<file path="config.mk">
export PLATFORM = sky130hd
export DESIGN_NAME = sync_fifo_fwft
export DESIGN_NICKNAME = d
export VERILOG_FILES = /design/src/rtl/sync_fifo_fwft.sv
export SDC_FILE = /design/constraint.sdc
export NUM_CORES = 1
export LEC_CHECK = 0
export CORE_ASPECT_RATIO = 0.9
export CORE_MARGIN = 2
export CORE_UTILIZATION = 27
export DETAILED_ROUTE_END_ITERATION = 7
export PLACE_DENSITY_LB_ADDON = 0.15
export SLEW_MARGIN = 15
export SYNTH_ARGS = -nofsm -noshare
export SYNTH_HDL_FRONTEND = slang
export SYNTH_SLANG_ARGS = --single-unit
</file>
<file path="constraint.sdc">
create_clock -name clk -period 7.5 [get_ports clk]
set_clock_uncertainty 0.1 [all_clocks]
set_input_delay 1.875 -clock clk [delete_from_list [all_inputs] [get_ports clk]]
set_output_delay 1.875 -clock clk [all_outputs]
set_load 0.01 [all_outputs]
</file>
<file path="src/rtl/sync_fifo_fwft.sv">
// Single-clock FIFO, standard (1-cycle read latency) or FWFT (head presented) read mode.
// Writes into a full FIFO succeed only alongside an accepted read; rejected requests set sticky errors.
module sync_fifo_fwft #(
    parameter int DATA_WIDTH = 8,
    parameter int DEPTH      = 16,
    parameter int AF_THRESH  = DEPTH - 2,
    parameter int AE_THRESH  = 2,
    parameter int FWFT       = 0
) (
    input  logic                       clk,
    input  logic                       rst_n,
    input  logic                       wr_en,
    input  logic [DATA_WIDTH-1:0]      wdata,
    input  logic                       rd_en,
    output logic [DATA_WIDTH-1:0]      rdata,
    output logic                       rvalid,
    output logic                       full,
    output logic                       empty,
    output logic                       almost_full,
    output logic                       almost_empty,
    output logic [$clog2(DEPTH):0]     count,
    output logic                       overflow,
    output logic                       underflow,
    input  logic                       clr_err
);
    localparam int AW = $clog2(DEPTH);
    localparam logic [AW:0] AF_T = (AW+1)'(AF_THRESH);
    localparam logic [AW:0] AE_T = (AW+1)'(AE_THRESH);
    localparam logic [AW:0] FULL_T = (AW+1)'(DEPTH);

    logic [DATA_WIDTH-1:0] mem [DEPTH];
    logic [AW:0]           wr_ptr, rd_ptr;
    logic [AW:0]           wr_ptr_n, rd_ptr_n, count_n;
    logic                  wr_acc, rd_acc;
    logic [DATA_WIDTH-1:0] head_n;

    assign rd_acc   = rd_en & ~empty;
    assign wr_acc   = wr_en & (~full | rd_acc);
    assign wr_ptr_n = wr_ptr + {{AW{1'b0}}, wr_acc};
    assign rd_ptr_n = rd_ptr + {{AW{1'b0}}, rd_acc};
    assign count_n  = count + {{AW{1'b0}}, wr_acc} - {{AW{1'b0}}, rd_acc};

    // Next head for FWFT: when the new head is the word being written this edge, bypass the array.
    always_comb begin
        head_n = rdata;
        if (count_n != '0) begin
            if (rd_ptr_n == wr_ptr) begin
                head_n = wdata;
            end else begin
                head_n = mem[rd_ptr_n[AW-1:0]];
            end
        end
    end

    always_ff @(posedge clk) begin
        if (wr_acc) begin
            mem[wr_ptr[AW-1:0]] <= wdata;
        end
    end

    always_ff @(posedge clk or negedge rst_n) begin
        if (!rst_n) begin
            wr_ptr       <= '0;
            rd_ptr       <= '0;
            count        <= '0;
            full         <= 1'b0;
            empty        <= 1'b1;
            almost_full  <= 1'b0;
            almost_empty <= 1'b1;
        end else begin
            wr_ptr       <= wr_ptr_n;
            rd_ptr       <= rd_ptr_n;
            count        <= count_n;
            full         <= (count_n == FULL_T);
            empty        <= (count_n == '0);
            almost_full  <= (count_n >= AF_T);
            almost_empty <= (count_n <= AE_T);
        end
    end

    always_ff @(posedge clk or negedge rst_n) begin
        if (!rst_n) begin
            rdata  <= '0;
            rvalid <= 1'b0;
        end else if (FWFT != 0) begin
            rdata  <= head_n;
            rvalid <= (count_n != '0);
        end else begin
            rvalid <= rd_acc;
            if (rd_acc) begin
                rdata <= mem[rd_ptr[AW-1:0]];
            end
        end
    end

    // An error event in the same cycle as clr_err keeps the flag set.
    always_ff @(posedge clk or negedge rst_n) begin
        if (!rst_n) begin
            overflow  <= 1'b0;
            underflow <= 1'b0;
        end else begin
            if (wr_en && !wr_acc) begin
                overflow <= 1'b1;
            end else if (clr_err) begin
                overflow <= 1'b0;
            end
            if (rd_en && empty) begin
                underflow <= 1'b1;
            end else if (clr_err) begin
                underflow <= 1'b0;
            end
        end
    end

endmodule

</file>
==> impl_metrics.tcl <==
set metrics [dict create \
    status "finished clean" \
    maxSlewViolCount 0 \
    ys_seq_area_frac 0.7327 \
    slowest_stage "clkdlybuf4s50_1" \
    layout.nets 448 \
    critPathTopFamily "adder cells" \
    synth_nets 407 \
    cts_resized 0 \
    ios 33 \
    fin_tns_setup_ps 0 \
    critical_path_depth 12 \
    numClockSinks 156 \
    max_freq_mhz 222.1 \
    rows 52 \
    root_buffer "clkbuf_16" \
    timing.final.crit_period_ps 4502 \
    r2r_start "empty" \
    cts_buffer_depth 2 \
    cts_tree "done" \
    synthAdderAreaFrac 0.02137 \
    viasPerCell 4.448 \
    syn_inst 384 \
    synth_top_cells_by_area "edfxtp_1 62%, dfrtp_1 10%, mux2i_1 10%" \
    numCtsBuffers 17 \
    die_w_um 163.8 \
    grt_max_degree 36 \
    end_kind "flop" \
    finalSetupViolCount 0 \
    crit_type "in -> reg" \
    grt_pass1_wl_um 20620 \
    num_vias 3269 \
    dpl-instance-area_um2 6859 \
    drive_gt1_frac 0.1050 \
    startpoint "rd_en" \
    rsz0062_at_grt "no" \
    hold_path_depth 2 \
    route.detailed.drc 0 \
    ys_seq_elements 156 \
    drt_first_iter_violations 208 \
    path_buf_inv 2 \
    die-area_um2 24220 \
    dr.pass1.iters 4 \
    critPathArrivalTime_ps 4710 \
    core_um2 22510 \
    cp.required_ps 7710 \
    power_density_nw_per_um2 401.2 \
    syn_avg_cell_area_um2 16.16 \
    die_h_um 147.8 \
    antenna_found_initial 0 \
    synth_cell_type_count 34 \
    routedWlPerCell_um 18.63 \
    hpwl_um 8844 \
    critPathMaxFanout 12 \
    grt_use_total 0.1210 \
    min-delay-start "rdata[3]" \
    synthMuxAreaShare 0.1032 \
    antenna_left 0 \
    netlist_area_um2 6206 \
    p_leak_nw 2.667 \
    dp_cells 703 \
    final_area_um2 7436 \
    htreeDepth 4 \
    synth_compound_area_frac 0.04234 \
    portBuffers 32 \
    ir_drop_v 0.0001746 \
    ys_warn_count 0 \
    yosys.area.top_type "edfxtp_1" \
    antenna_cells 0 \
    hp-class "reg -> reg" \
    gp_congestion 0.7342 \
    cpPeakStageDelay_ps 500 \
    start_util 0.2757 \
    fin_cells 735 \
    critPathLaunchType "input pin" \
    slew_headroom 0.3650 \
    cap_violations 0 \
    wirelength_um 13700 \
    synth_top_family_by_area "multiplexers" \
    yosys.area.top_type_share 0.6194 \
    r2r_cells 10 \
    finalHoldViolations 0 \
    syn2layout_area_growth_pct 19.82 \
    grt_overflow 0 \
    path_clk_slew_ps 60 \
    fin_crit_sh 0.6003 \
    synth_xor_area_frac 0.01371 \
    yosys.area_share.simple 0.06593 \
    path_cells "clkdlybuf4s50_1, nand2b_1, nand2_1, nand2_1, ha_1, inv_1, ha_1, fa_1, a21o_1, a21oi_2, xnor2_2, a2111oi_2" \
    worst_slew_pin_slew_ps 949.0 \
    post_cts_buffers 0 \
    grt_pass1_vias 3298 \
    clock_latency_ps 420 \
    cts_hold_buf 0 \
]
-- final timing paths --
| check | endpoint | slack [ps] |
|---|---|---|
| min in group asynchronous | count[3] | 1750 |
| hold reg to reg | rdata[3] | 380 |
| hold / removal | rdata[3] | 380 |
| setup reg to reg | almost_empty | 4360 |
| max in group asynchronous | empty | 5240 |
| setup / recovery | almost_empty | 3000 |
-- report_power, final --
part           switching, mW  internal, mW  leakage (nW)
registers              0.138          1.10          1.49
logic                  0.507         0.404         0.902
clock network          0.345         0.489         0.276
total                  0.990          1.99          2.67
-- cell families after synthesis --
logic type | Yosys count
buf+inv | 26
flops | 156
mux | 64
xor+xnor | 8
fa+ha+maj | 10
compound gates | 36
simple gates | 84
-- registers in the layout, summed over array words and instances, names as in the netlist --
name / cells
mem: 128
rdata: 8
count: 5
rd_ptr: 4
wr_ptr: 4
almost_empty: 1
almost_full: 1
empty: 1
full: 1
overflow: 1
rvalid: 1
underflow: 1
-- Yosys cell counts (all sizes together) --
master and number:
a2111oi 1, a21o 2, a21oi 6, a22oi 24, a31o 1, and2 2, buf 13, clkbuf 4
dfrtp 26, dfstp 2, edfxtp 128, fa 1, ha 9, inv 9, mux2i 64, nand2 24
nand2b 3, nand3 24, nand3b 3, nand4 4, nor2 14, nor2b 2, nor3 5, nor3b 1
o21ai 2, or3 1, or3b 1, xnor2 5, xor2 3
-- layout by cell type (no fill, tap or decap), types with 3 or more instances in the layout --
cell type	count
edfxtp_1	128
inv_1	8
clkdlybuf4s50_1	32
clkbuf_16	17
nand2b_1	3
nand2_1	24
nand4_1	4
nor3_1	3
buf_4	7
nor2_1	14
ha_1	9
mux2i_1	64
clkinv_1	4
dfrtp_1	25
xnor2_1	3
xor2_1	3
nand3_1	24
a22oi_1	24
inv_6	3
a21oi_1	5
nand3b_1	3
-- worst min-delay path: cells and delay by family (launching register included) --
family           cells  cell delay (ps)
AND/OR/NAND/NOR      2              100
flip-flops           1              340
-- metal layers --
| layer | wire length (um) | up-vias | share of wire | track usage |
|---|---|---|---|---|
| met5 | 0 | - | 0 | 0 |
| met4 | 138 | 0 | 0.010 | 0.03553 |
| li1 | - | 1542 | - | - |
| met1 | 6445 | 1646 | 0.47 | 0.1668 |
| met2 | 6393 | 72 | 0.47 | 0.1874 |
| met3 | 720 | 9 | 0.053 | 0.03227 |
-- layout make-up --
type	count	area, um^2
inverters	9	33.78
well taps	297	371.6
fillers	2219	15080
clock buffers	17	425.4
repair buffers	39	372.9
multi-input cells	202	1535
flip-flops and latches	156	4551
clock inverters	15	146.4
-- metrics by stage --
| stage | total power, mW | setup slack, ps | hold slack (ps) | utilization |
|---|---|---|---|---|
| finish | 2.983 | 2998 | 376.0 | 0.3303 |
| global route | 3.158 | 2818 | 401.1 | 0.3303 |
| CTS | 3.031 | 3003 | 385.8 | 0.3301 |
| detailed placement | 2.188 | 2572 | 371.9 | 0.3047 |
| global placement | 2.185 | 2638 | 392.2 | 0.3047 |
| floorplan | 1.844 | 3566 | 379.4 | - |
Note: power is estimated with default switching activity, not from simulation.
